==> config.mk <==
export PLATFORM = sky130hd
export DESIGN_NAME = frog_game_ctrl_flat
export DESIGN_NICKNAME = d
export VERILOG_FILES = /design/src/rtl/frog_game_ctrl_pkg.sv /design/src/rtl/frog_game_ctrl_if.sv /design/src/rtl/frog_game_ctrl_tick_gen.sv /design/src/rtl/frog_game_ctrl.sv /design/src/flat_wrapper.sv
export SDC_FILE = /design/constraint.sdc
export NUM_CORES = 1
export LEC_CHECK = 0
export ABC_AREA = 1
export CORE_MARGIN = 4
export CORE_UTILIZATION = 57
export DETAILED_ROUTE_END_ITERATION = 8
export GPL_TIMING_DRIVEN = 0
export PLACE_DENSITY_LB_ADDON = 0.12
export RECOVER_POWER = 25
export SLEW_MARGIN = 20
export SYNTH_ARGS = -nofsm -noshare
export SYNTH_HDL_FRONTEND = slang
export SYNTH_SLANG_ARGS = --single-unit
==> constraint.sdc <==
create_clock -name clk -period 6.25 [get_ports clk]
set_input_delay 1.25 -clock clk [delete_from_list [all_inputs] [get_ports clk]]
set_output_delay 1.25 -clock clk [all_outputs]
set_load 0.005 [all_outputs]
==> src/rtl/frog_game_ctrl_pkg.sv <==
// frog_pkg: shared state encoding, grid size and car-tick period helper
package frog_pkg;

    typedef enum logic [2:0] {
        IDLE     = 3'd0,
        PLAY     = 3'd1,
        HIT      = 3'd2,
        LEVEL_UP = 3'd3,
        LOSE     = 3'd4,
        WIN      = 3'd5
    } state_t;

    localparam int GRID_COLS = 20;
    localparam int GRID_ROWS = 15;

    function automatic int tick_period(input logic [2:0] lvl, input int base, input int step, input int floor_p);
        int p;
        p = base - int'(lvl) * step;
        return (p < floor_p) ? floor_p : p;
    endfunction

endpackage

==> src/rtl/frog_game_ctrl_if.sv <==
// frog_game_ctrl_if: player/display inputs and status outputs of the game sequencer
interface frog_game_ctrl_if;
    import frog_pkg::*;

    logic       start_btn;
    logic       collision_detected;
    logic       frog_at_top;
    logic       reset_frog;
    logic       car_tick;
    logic [2:0] level;
    logic [1:0] lives;
    state_t     state;
    logic       game_over;
    logic       flash;

    modport master (
        output start_btn, collision_detected, frog_at_top,
        input  reset_frog, car_tick, level, lives, state, game_over, flash
    );

    modport slave (
        input  start_btn, collision_detected, frog_at_top,
        output reset_frog, car_tick, level, lives, state, game_over, flash
    );

endinterface

==> src/rtl/frog_game_ctrl_tick_gen.sv <==
// frog_tick_gen: free-running divider emitting a 1-cycle pulse every period cycles
module frog_tick_gen #(
    parameter int W = 4
) (
    input  logic         clk,
    input  logic         rst_n,
    input  logic         enable,
    input  logic         clear,
    input  logic [W:0]   period,
    output logic         pulse
);

    logic [W-1:0] cnt;

    // >= compare lets a shortened period take effect without wrapping past it
    always_ff @(posedge clk or negedge rst_n)
        if (!rst_n) begin
            cnt   <= '0;
            pulse <= 1'b0;
        end else if (clear) begin
            cnt   <= '0;
            pulse <= 1'b0;
        end else if (enable && {1'b0, cnt} >= period - 1'b1) begin
            cnt   <= '0;
            pulse <= 1'b1;
        end else begin
            cnt   <= enable ? cnt + 1'b1 : cnt;
            pulse <= 1'b0;
        end

endmodule

==> src/rtl/frog_game_ctrl.sv <==
// frog_game_ctrl: game sequencer tracking lives/level, frog respawn and car tick rate
module frog_game_ctrl
    import frog_pkg::*;
#(
    parameter int START_LIVES  = 3,
    parameter int MAX_LEVEL    = 7,
    parameter int TICK_BASE    = 12_500_000,
    parameter int TICK_STEP    = 1_250_000,
    parameter int TICK_MIN     = 2_500_000,
    parameter int PAUSE_CYCLES = 25_000_000
) (
    input  logic          clk,
    input  logic          rst_n,
    frog_game_ctrl_if.slave io
);

    localparam int TW = $clog2(TICK_BASE);
    localparam int PW = $clog2(PAUSE_CYCLES + 1);

    logic          start_q;
    logic          start_edge;
    logic [PW-1:0] pause_cnt;
    logic [TW:0]   period;
    logic          tick;

    assign start_edge = io.start_btn & ~start_q;
    assign period     = (TW+1)'(tick_period(io.level, TICK_BASE, TICK_STEP, TICK_MIN));

    // counter is held clear outside PLAY so each PLAY entry restarts a full period
    frog_tick_gen #(.W(TW)) u_tick (
        .clk    (clk),
        .rst_n  (rst_n),
        .enable (io.state == PLAY),
        .clear  (io.state != PLAY),
        .period (period),
        .pulse  (tick)
    );

    assign io.car_tick = tick & (io.state == PLAY);

    // game FSM; outputs are registered alongside the state they decode
    always_ff @(posedge clk or negedge rst_n)
        if (!rst_n) begin
            io.state      <= IDLE;
            io.level      <= '0;
            io.lives      <= 2'(START_LIVES);
            io.reset_frog <= 1'b1;
            io.game_over  <= 1'b0;
            io.flash      <= 1'b0;
            start_q       <= 1'b0;
            pause_cnt     <= '0;
        end else begin
            start_q <= io.start_btn;
            case (io.state)
                IDLE:
                    if (start_edge) begin
                        io.lives      <= 2'(START_LIVES);
                        io.level      <= '0;
                        io.state      <= PLAY;
                        io.reset_frog <= 1'b0;
                    end
                PLAY:
                    if (io.collision_detected) begin
                        io.lives      <= (io.lives != 2'd0) ? io.lives - 1'b1 : 2'd0;
                        io.state      <= (io.lives <= 2'd1) ? LOSE : HIT;
                        io.flash      <= io.lives > 2'd1;
                        io.game_over  <= io.lives <= 2'd1;
                        io.reset_frog <= 1'b1;
                        pause_cnt     <= '0;
                    end else if (io.frog_at_top) begin
                        io.reset_frog <= 1'b1;
                        if (io.level >= 3'(MAX_LEVEL)) begin
                            io.state     <= WIN;
                            io.game_over <= 1'b1;
                        end else begin
                            io.level  <= io.level + 1'b1;
                            io.state  <= LEVEL_UP;
                            io.flash  <= 1'b1;
                            pause_cnt <= '0;
                        end
                    end
                HIT, LEVEL_UP:
                    if (pause_cnt == PW'(PAUSE_CYCLES - 1)) begin
                        io.state      <= PLAY;
                        io.reset_frog <= 1'b0;
                        io.flash      <= 1'b0;
                    end else
                        pause_cnt <= pause_cnt + 1'b1;
                LOSE, WIN:
                    if (start_edge) begin
                        io.state     <= IDLE;
                        io.game_over <= 1'b0;
                    end
                default:
                    io.state <= IDLE;
            endcase
        end

endmodule

==> src/flat_wrapper.sv <==
// flat-port wrapper written by rule: the top's interface ports become plain ports
module frog_game_ctrl_flat import frog_pkg::*;
#(
    parameter int START_LIVES  = 3,
    parameter int MAX_LEVEL    = 7,
    parameter int TICK_BASE    = 12_500_000,
    parameter int TICK_STEP    = 1_250_000,
    parameter int TICK_MIN     = 2_500_000,
    parameter int PAUSE_CYCLES = 25_000_000
)
  (clk, rst_n, io_start_btn, io_collision_detected, io_frog_at_top, io_reset_frog, io_car_tick, io_level, io_lives, io_state, io_game_over, io_flash);
  frog_game_ctrl_if io_i ();
  input  logic clk;
  input  logic rst_n;
  input wire logic [$bits(io_i.start_btn)-1:0] io_start_btn;
  input wire logic [$bits(io_i.collision_detected)-1:0] io_collision_detected;
  input wire logic [$bits(io_i.frog_at_top)-1:0] io_frog_at_top;
  output wire logic [$bits(io_i.reset_frog)-1:0] io_reset_frog;
  output wire logic [$bits(io_i.car_tick)-1:0] io_car_tick;
  output wire logic [$bits(io_i.level)-1:0] io_level;
  output wire logic [$bits(io_i.lives)-1:0] io_lives;
  output wire logic [$bits(io_i.state)-1:0] io_state;
  output wire logic [$bits(io_i.game_over)-1:0] io_game_over;
  output wire logic [$bits(io_i.flash)-1:0] io_flash;
  assign io_i.start_btn = io_start_btn;
  assign io_i.collision_detected = io_collision_detected;
  assign io_i.frog_at_top = io_frog_at_top;
  assign io_reset_frog = io_i.reset_frog;
  assign io_car_tick = io_i.car_tick;
  assign io_level = io_i.level;
  assign io_lives = io_i.lives;
  assign io_state = io_i.state;
  assign io_game_over = io_i.game_over;
  assign io_flash = io_i.flash;
  frog_game_ctrl #(.START_LIVES(START_LIVES), .MAX_LEVEL(MAX_LEVEL), .TICK_BASE(TICK_BASE), .TICK_STEP(TICK_STEP), .TICK_MIN(TICK_MIN), .PAUSE_CYCLES(PAUSE_CYCLES)) u_core (.clk(clk), .rst_n(rst_n), .io(io_i));
endmodule
==> flow_summary_export.csv, run 1 <==
group,metric,value,unit
pwr,total_power,0.980,mW
logic_synthesis,ys_types,51,
clock_tree,numCtsBuffers,9,
worst_setup_path,slowest_stage,"fa_2",
global_route,grt_pass1_wl,21400,um
logic_synthesis,synthesis.area,5270,sq um
clock_tree,clk_latency,350,ps
logic_synthesis,synth-main-ff-cell,"dfrtp_1",
route,drt-wirelength-per-cell,14.2,um
route,routed_wl,12800,um
worst_setup_path,rr_worst_depth,39,
timing,slew_viol_final,40,
worst_setup_path,startpoint_type,"flop",
global_route,grt_antenna_before_repair,0,
timing,clock.fmax,169,MHz
worst_setup_path,cpLargestDelayFamily,"simple AND/OR/NAND/NOR gates",
layout,diodes,0,
clock_tree,h-tree-depth,3,
worst_setup_path,reg2reg_from,"u_core.io.level[1]",
timing,finalSetupTns,0,ps
logic_synthesis,ys_seq_area_share,29.5,%
timing,setup_viol,0,
worst_hold_path,hp-class,"flop to flop",
logic_synthesis,synth_edf_count,0,
worst_setup_path,crit_buf_inv,8,
global_route,grt_usage,23.5,%
timing,hold_ws,476,ps
route,drc,0,
logic_synthesis,synth_area_leaders,"dfrtp_1, nand2_1, ha_1, nor2_1, inv_1",
clock_tree,clockRootBuffer,"clkbuf_8",
route,first_pass_iters,5,
logic_synthesis,yosysWarnings,0,
die,placementRows,34,
worst_hold_path,hp-start,"u_core.u_tick.cnt[0]",
global_route,grt_max_degree,40,
placement,gp_congestion,0.921,
worst_setup_path,crit_required,6530,ps
worst_setup_path,cpPeakStageDelay,560,ps
run_status,status,"complete, but fails checks",
layout,drive_gt1_share,16.4,%
placement,dpl.hpwl,9620,um
clock_tree,path_clk_slew,80,ps
layout,fin_nets,837,
logic_synthesis,synth-seq-cells,62,
die,die_h,104,um
timing,fin_ws,336,ps
route,viasPerCell,5.64,
placement,post-place-ws,-874,ps
worst_setup_path,crit_fanout,10,
layout,multi_input_area,3440,sq um
timing,post-route-period-util,94.6,%
placement,numPortBuffers,16,
clock_tree,clock_path_buffers,2,
pwr,peakVddDrop,0.000207,V
worst_setup_path,cp_data_arrival_time,6200,ps
run_status,violations,"capacitance limit, slew limit",
route,num_vias,5119,
worst_setup_path,criticalPathCategory,"flop to flop",
timing,clock_skew,12.8,ps
timing,worst_slew_pin_slew,2050,ps
logic_synthesis,syn-num-nets,790,
pwr,leakagePower,2.94,nW
timing,hold_violations,0,
clock_tree,clock-sinks,62,
global_route,grt_overflow,0,
logic_synthesis,syn_avg_cell_area,7.06,sq um
timing,timing.final.crit_period,5910,ps
worst_hold_path,whs_path_depth,1,
worst_setup_path,r2r_slack,340,ps
worst_setup_path,end_kind,"flop",
worst_setup_path,r2r-end,"u_core.u_tick.cnt[4]",
global_route,grt_pass1_vias,4716,
logic_synthesis,yosysTopAreaCell,"dfrtp_1",
die,ios,17,
die,core_area,8850,sq um
logic_synthesis,syn_inst,747,
layout,synthToLayoutAreaGrowth,15.0,%
route,antenna_left,0,
worst_hold_path,whs_endpoint,"u_core.u_tick.cnt[0]",
clock_tree,cts_hold_buf,0,
die,die_x,104,um
die,initial_core_util,59.6,%
pwr,powerDensity,162,nW/um^2
layout,nFillCells,779,
timing,max-slew-margin-rel,-36.5,%
layout,seq_area,1560,sq um
job,cap_violations,1,
logic_synthesis,synth-async-reset-ratio,100,%
die,fp.dieArea,10900,sq um
logic_synthesis,synth.top_cell.area_share,28.0,%
route,drt_iter0_markers,248,
clock_tree,cts_tree,"done",
cells in the mapped netlist, types with 5 or more instances:
library cell / number
nand2_1: 162
nor2_1: 99
inv_1: 85
dfrtp_1: 59
nand3_1: 51
ha_1: 37
o21ai_0: 34
xor2_1: 33
nand4_1: 27
a21oi_1: 26
nor3_1: 23
nand2_2: 15
nor2_2: 9
inv_2: 8
o31ai_1: 8
xnor2_1: 8
nand2_4: 6
nand3_2: 5
nor4_1: 5
per-stage QoR:
step	area [sq um]	instances	util, %
6_report	6060	907	68.5
5_1_grt	6060	907	68.5
4_1_cts	5860	892	66.3
3_5_place_dp	5590	872	63.1
3_3_place_gp	5570	871	62.9
2_1_floorplan	5270	747	-
metal layers:
layer  part of all wire [%]  vias up  GRT usage (%)
li1                       -     2568              -
met1                     45     2378           32.7
met2                     47      152           37.8
met3                    5.4       21           2.73
met4                    1.8        0           8.36
met5                      0        -              0
logic make-up after synthesis:
kind of cell             Yosys count  share of synthesized area (%)
buffers and inverters            105                           8.00
XOR/XNOR                          41                           6.81
AND/OR/NAND/NOR                  414                           36.8
adder cells (fa/ha/maj)           38                           9.16
flip-flops                        62                           29.5
AO/OA/AOI/OAI                     87                           9.75
worst max path at each step:
stage | startpoint | to | slack (ps) | depth (start not counted)
finish | u_core.io.level[1] | u_core.u_tick.cnt[4] | 340 | 39
global route | u_core.io.level[1] | u_core.u_tick.cnt[5] | -110 | 42
CTS | u_core.io.level[2] | u_core.u_tick.cnt[14] | 20 | 40
detailed placement | u_core.io.level[0] | u_core.u_tick.cnt[1] | -870 | 39
global placement | u_core.io.level[0] | u_core.u_tick.cnt[11] | -740 | 39
floorplan | u_core.io.level[0] | u_core.u_tick.cnt[10] | 360 | 37
timing repair:
item	CTS	global route
gates resized for setup	16	34
setup endpoints to repair	25	25
pin swaps	4	14
buffers inserted	4	15
gates cloned	0	0
power breakdown:
group,switching [mW],total (mW),internal (mW)
clock network,0.161,0.343,0.182
logic,0.116,0.168,0.0517
registers,0.0317,0.469,0.437
flip-flops by register name (all words and copies together) (netlist names):
| signal | count |
|---|---|
| u_core.io.flash | 1 |
| u_core.io.game_over | 1 |
| u_core.io.level | 3 |
| u_core.io.lives | 2 |
| u_core.io.reset_frog | 1 |
| u_core.io.state | 3 |
| u_core.pause_cnt | 25 |
| u_core.start_q | 1 |
| u_core.u_tick.cnt | 24 |
| u_core.u_tick.pulse | 1 |
final cells by class:
| class | instances | share of cell area [%] |
|---|---|---|
| Multi-Input combinational cell | 580 | 56.7 |
| Sequential cell | 62 | 25.7 |
| Inverter | 96 | 6.15 |
| Timing Repair Buffer | 36 | 5.01 |
| Tap cell | 108 | 2.23 |
| Clock buffer | 11 | 2.17 |
| Buffer | 9 | 1.18 |
| Clock inverter | 5 | 0.867 |
cells in the final DEF (no fill, tap or decap), types with 2 or more instances in the layout:
cell type        netlist  layout
nand2_2               15      20
nor2_4                 1       2
o31ai_1                8       8
buf_6                  2       4
nand4_1               27      27
dfstp_2                3       3
ha_4                   0       3
ha_1                  37      33
nand3_2                5      10
clkbuf_8               0       9
a31oi_1                2       2
nand2_1              162     156
o211ai_1               2       2
clkinv_2               1       3
o21ai_0               34      34
dfrtp_1               59      57
nand2_4                6       7
o22ai_1                2       2
nor4_1                 5       5
clkbuf_1               2       4
a21oi_1               26      26
buf_4                  1      21
nand3b_1               3       3
nor2_1                99      92
nor3_4                 1       3
xnor2_1                8       8
inv_1                 85      83
inv_4                  1       2
nand3_1               51      46
buf_2                  4       3
nor3_1                23      21
inv_2                  8       9
o21ai_1                4       4
nor2_2                 9      15
clkdlybuf4s50_1        0      15
xor2_1                33      33
Power figures use the tool's default switching activity.
==> inputs of run 2 (changes only) <==
--- a/config.mk
+++ b/config.mk
@@ -7,7 +7,7 @@
 export LEC_CHECK = 0
 export ABC_AREA = 1
 export CORE_MARGIN = 4
-export CORE_UTILIZATION = 57
+export CORE_UTILIZATION = 60
 export DETAILED_ROUTE_END_ITERATION = 8
 export GPL_TIMING_DRIVEN = 0
 export PLACE_DENSITY_LB_ADDON = 0.12
==> constraint.sdc (replaced) <==
create_clock -name clk -period 5.75 [get_ports clk]
set_input_delay 1.15 -clock clk [delete_from_list [all_inputs] [get_ports clk]]
set_output_delay 1.15 -clock clk [all_outputs]
set_load 0.005 [all_outputs]
==> run 2 against run 1 <==
  * The run still ends with capacitance limit, slew limit left
  * Clock power grew 2%
  * Routed wire length up 12%
  * Critical path depth fell by 3
  * Combinational power up 7%
  * Setup slack worse by 310 ps
  * Flip-flop and latch count did not move
  * Hold slack got worse by 7.0 ps
  * Via count up 6.5%
  * Highest routed layer unchanged
==> flow_summary_export.csv, run 2 (synthesis gave the netlist of run 1 again) <==
group,metric,value,unit
route,drc,0,
route,antenna_left,0,
worst_setup_path,cpPeakStageDelay,560,ps
placement,placed_cell_area,5600,sq um
timing,setup_viol,0,
layout,final_common_cell,"nand2_1",
placement,dpl.hpwl,9790,um
run_status,status,"complete, but fails checks",
global_route,grt_pass1_wl,22900,um
layout,final_cell_area,6500,sq um
pwr,leakagePower,3.08,nW
route,drt-wirelength-per-cell,15.6,um
global_route,grt_antenna_before_repair,0,
layout,largest_reg_flops,25,
placement,numPortBuffers,16,
worst_setup_path,cp_data_arrival_time,6000,ps
global_route,grt_pass1_vias,5100,
worst_setup_path,end_kind,"flop",
job,cap_violations,1,
layout,instances_no_fill,924,
timing,timing.final.crit_period,5720,ps
route,routed_wl,14400,um
route,first_pass_iters,5,
global_route,grt_max_degree,39,
timing,rsz0062_at_grt,"true",
timing,clock_skew,17.0,ps
run_status,violations,"capacitance limit, slew limit",
clock_tree,path_clk_slew,70,ps
route,num_vias,5454,
timing,max-slew-margin-rel,-34.5,%
timing,worst_slew_pin_slew,2020,ps
placement,place_inst,869,
worst_setup_path,slowest_stage,"fa_2",
clock_tree,numCtsBuffers,9,
worst_setup_path,startpoint_type,"flop",
timing,slew_viol_final,39,
worst_hold_path,hp-start,"u_core.u_tick.cnt[0]",
layout,top_regs,"u_core.pause_cnt (25), u_core.u_tick.cnt (24)",
die,die_x,102,um
worst_hold_path,whs_path_depth,1,
layout,diodes,0,
die,initial_core_util,62.9,%
clock_tree,clock-sinks,62,
timing,finalSetupTns,0,ps
clock_tree,h-tree-depth,3,
worst_setup_path,rr_worst_depth,36,
layout,fin_nets,857,
worst_setup_path,criticalPathCategory,"flop to flop",
clock_tree,cts_tree,"done",
worst_setup_path,reg2reg_from,"u_core.io.level[0]",
worst_setup_path,crit_fanout,10,
worst_hold_path,hp-class,"flop to flop",
pwr,total_power,1.04,mW
layout,top_register,"u_core.pause_cnt",
die,ios,17,
layout,layout_common_cells,"nand2_1, inv_1, nor2_1, dfrtp_1, nand3_1",
global_route,grt_overflow,0,
layout,fin_util,77.6,%
route,viasPerCell,5.90,
die,die_h,102,um
clock_tree,clock_path_buffers,2,
route,drt_iter0_markers,318,
die,fp.dieArea,10400,sq um
die,core_area,8380,sq um
worst_setup_path,crit_required,6020,ps
die,placementRows,33,
placement,gp_congestion,0.890,
timing,post-route-period-util,99.6,%
layout,nFillCells,573,
clock_tree,clk_latency,350,ps
timing,clock.fmax,175,MHz
clock_tree,clockRootBuffer,"clkbuf_8",
worst_setup_path,crit_top_cell,"nand2_2",
layout,drive_gt1_share,23.9,%
worst_setup_path,crit_start,"u_core.io.level[0]",
pwr,peakVddDrop,0.000240,V
timing,hold_violations,0,
global_route,grt_usage,27.2,%
pwr,powerDensity,160,nW/um^2
layout,synthToLayoutAreaGrowth,23.3,%
run 2: cell count changes in the layout (fill, tap and decap cells not counted), sizes merged:
| cell | change |
|---|---|
| buf | +18 |
| bufinv | -1 |
| clkbuf | +4 |
| clkinv | -1 |
| clkinvlp | +1 |
| inv | -1 |
run 2: cell type report:
type | instances | area (sq um) | share of cell area [%]
multi-input cells | 580 | 3680 | 56.5
flip-flops and latches | 62 | 1560 | 24.0
repair buffers | 57 | 504 | 7.75
inverters | 96 | 380 | 5.85
clock buffers | 13 | 149 | 2.29
well taps | 105 | 131 | 2.02
plain buffers | 8 | 83.8 | 1.29
clock inverters | 3 | 20.0 | 0.308
run 2: critical path: cells and delay by family, from the launching register on:
kind                       cells  cell delay [ps]
AOI/OAI and AO/OA              5              710
DFF                            1              380
buffers and inverters          9              910
adders and majority gates      5             1650
and+or+nand+nor               17             1970
run 2: final timing paths:
| kind | to | slack, ps |
|---|---|---|
| min in group asynchronous | u_core.pause_cnt[6] | 1080 |
| max in group asynchronous | u_core.u_tick.cnt[14] | 2170 |
| min reg2reg | u_core.u_tick.cnt[0] | 470 |
| min | u_core.u_tick.cnt[0] | 470 |
| max reg2reg | u_core.u_tick.cnt[13] | 30 |
| max | u_core.u_tick.cnt[13] | 30 |
run 2: what timing repair did:
action / in CTS / in global routing
pin swaps: 22 / 37
gates cloned: 0 / 2
setup endpoints to repair: 25 / 25
buffers inserted: 18 / 20
resized for setup: 38 / 79
hold buffers: 0 / 0
run 2: per-layer routing:
layer	part of all wire [%]	track usage (%)	vias to the layer above
met5	0	0	-
met4	2.0	9.92	0
met3	5.1	5.10	38
met2	49	44.6	182
met1	44	35.8	2627
li1	-	-	2607
run 2: stage by stage:
step           setup slack [ps]  hold slack (ps)
2_1_floorplan              28.3              433
3_3_place_gp               -947              455
3_5_place_dp              -1120              461
4_1_cts                    3.45              466
5_1_grt                    -323              488
6_report                   25.4              469
run 2: report_power, final:
group	total, mW	switching (mW)	internal, mW	leakage (nW)
Combinational	0.179	0.122	0.0564	2.22
Clock	0.351	0.183	0.168	0.0796
Sequential	0.510	0.0347	0.475	0.775
Total	1.04	0.340	0.700	3.08
==> inputs of run 3 (changes only) <==
--- a/config.mk
+++ b/config.mk
@@ -9,6 +9,7 @@
 export CORE_MARGIN = 4
 export CORE_UTILIZATION = 60
 export DETAILED_ROUTE_END_ITERATION = 8
+export DONT_BUFFER_PORTS = 1
 export GPL_TIMING_DRIVEN = 0
 export PLACE_DENSITY_LB_ADDON = 0.12
 export RECOVER_POWER = 25
==> constraint.sdc (replaced) <==
create_clock -name clk -period 6.3 [get_ports clk]
set_input_delay 1.26 -clock clk [delete_from_list [all_inputs] [get_ports clk]]
set_output_delay 1.26 -clock clk [all_outputs]
set_load 0.005 [all_outputs]
==> run 3 against run 2 <==
  * The run now ends clean
  * Fmax down 4.0%
  * Design area down 9.3%
  * Clock power down 11%
  * Flip-flop and latch count unchanged
  * Register-to-register slack better by 310 ps
  * Global-route usage down 0.99 points
  * Combinational power down 15%
  * Total power down 10%
  * Sequential share of layout area up 2.5 points
  * Sequential power down 8.8%
  * Die area unchanged
  * Setup slack better by 310 ps
  * Largest power group unchanged
  * Highest routed layer unchanged
==> flow_summary_export.csv, run 3 (synthesis gave the netlist of run 1 again) <==
group,metric,value,unit
pwr,powerDensity,158,nW/um^2
timing,slew_viol_final,0,
route,num_vias,5020,
worst_hold_path,hp-class,"flop to flop",
timing,clock_skew,13.2,ps
clock_tree,clockRootBuffer,"clkbuf_8",
layout,largest_reg_flops,25,
worst_setup_path,slowest_stage,"dfrtp_2",
clock_tree,h-tree-depth,3,
placement,dpl.hpwl,9500,um
layout,top_register,"u_core.pause_cnt",
worst_setup_path,crit_buf_inv,10,
die,placementRows,33,
layout,layout_common_cells,"nand2_1, nor2_1, inv_1, dfrtp_1, nand3_1",
layout,instances_no_fill,885,
die,die_h,102,um
job,cap_violations,0,
layout,diodes,0,
layout,top_regs,"u_core.pause_cnt (25), u_core.u_tick.cnt (24)",
placement,place_inst,852,
clock_tree,cts_tree,"done",
timing,max-slew-margin-rel,71.4,%
global_route,grt_max_degree,63,
layout,drive_gt1_share,16.8,%
worst_setup_path,cpLargestDelayFamily,"simple AND/OR/NAND/NOR gates",
clock_tree,clock-sinks,62,
global_route,grt_pass1_wl,21800,um
global_route,grt_usage,26.2,%
layout,nFillCells,672,
route,drt-wirelength-per-cell,14.8,um
placement,numPortBuffers,0,
worst_setup_path,cpPeakStageDelay,430,ps
timing,clock.fmax,168,MHz
die,ios,17,
global_route,grt_overflow,0,
route,first_pass_iters,5,
worst_setup_path,criticalPathCategory,"flop to flop",
clock_tree,clock_path_buffers,2,
route,routed_wl,13100,um
timing,finalSetupTns,0,ps
run_status,status,"finished clean",
clock_tree,cts_hold_buf,0,
layout,final_common_cell,"nand2_1",
clock_tree,numCtsBuffers,9,
global_route,grt_antenna_before_repair,0,
worst_setup_path,crit_top_cell,"nand2_1",
worst_setup_path,cp_data_arrival_time,6250,ps
route,viasPerCell,5.67,
timing,setup_viol,0,
die,initial_core_util,62.9,%
die,core_area,8380,sq um
die,fp.dieArea,10400,sq um
worst_setup_path,startpoint_type,"flop",
clock_tree,clk_latency,360,ps
clock_tree,path_clk_slew,70,ps
timing,worst_slew_pin_slew,426,ps
layout,fin_nets,818,
route,antenna_left,0,
route,drt_iter0_markers,280,
timing,post-route-period-util,94.7,%
pwr,peakVddDrop,0.000219,V
layout,synthToLayoutAreaGrowth,11.8,%
worst_setup_path,crit_fanout,11,
global_route,grt_pass1_vias,4867,
pwr,leakagePower,2.87,nW
worst_setup_path,crit_required,6580,ps
timing,timing.final.crit_period,5970,ps
worst_setup_path,end_kind,"flop",
die,die_x,102,um
route,drc,0,
placement,gp_congestion,0.922,
timing,hold_violations,0,
[run 3: worst paths after layout]
path | from | to | slack, ps | cells after the start
min in group asynchronous | rst_n | u_core.pause_cnt[7] | 590 | 0
hold / removal | u_core.u_tick.cnt[0] | u_core.u_tick.cnt[0] | 460 | 1
hold reg to reg | u_core.u_tick.cnt[0] | u_core.u_tick.cnt[0] | 460 | 1
max in group asynchronous | rst_n | u_core.io.reset_frog | 5520 | 0
setup reg to reg | u_core.io.level[0] | u_core.u_tick.cnt[9] | 330 | 42
setup / recovery | u_core.io.level[0] | u_core.u_tick.cnt[9] | 330 | 42
[run 3: through the flow]
| step | power [mW] | util [%] | setup WS, ps | cell area [sq um] | hold WS (ps) |
|---|---|---|---|---|---|
| after floorplan | 0.587 | - | 412 | 5270 | 433 |
| after global placement | 0.616 | 64.5 | -666 | 5410 | 451 |
| after detailed placement | 0.622 | 64.5 | -883 | 5410 | 456 |
| after CTS | 0.934 | 67.8 | 44.8 | 5680 | 461 |
| after global routing | 0.988 | 70.4 | -33.6 | 5900 | 484 |
| final | 0.931 | 70.4 | 334 | 5900 | 459 |
[run 3: layout make-up]
type / count / area, sq um / share of cell area (%)
Inverter: 96 / 374 / 6.34
Tap cell: 105 / 131 / 2.23
Buffer: 9 / 78.8 / 1.34
Sequential cell: 62 / 1560 / 26.4
Clock buffer: 10 / 138 / 2.33
Clock inverter: 6 / 37.5 / 0.636
Multi-Input combinational cell: 580 / 3450 / 58.5
Timing Repair Buffer: 17 / 129 / 2.18
[run 3: report_power, final]
part / leakage (nW) / total (mW) / internal, mW / switching [mW]
sequential: 0.775 / 0.465 / 0.434 / 0.0315
combinational: 2.01 / 0.152 / 0.0495 / 0.103
clock: 0.0841 / 0.313 / 0.151 / 0.163
total: 2.87 / 0.931 / 0.634 / 0.297
[run 3: metal layers]
| metal | track usage [%] | wire, um |
|---|---|---|
| met1 | 33.7 | 5910 |
| met2 | 43.5 | 6200 |
| met3 | 4.06 | 587 |
| met4 | 11.9 | 364 |
| met5 | 0 | 0 |
[run 3: what timing repair did]
item,4_1_cts,5_1_grt
setup endpoints to repair,25,25
cloned,0,0
setup buffers,5,12
pin swaps,6,17
gates resized for setup,17,35
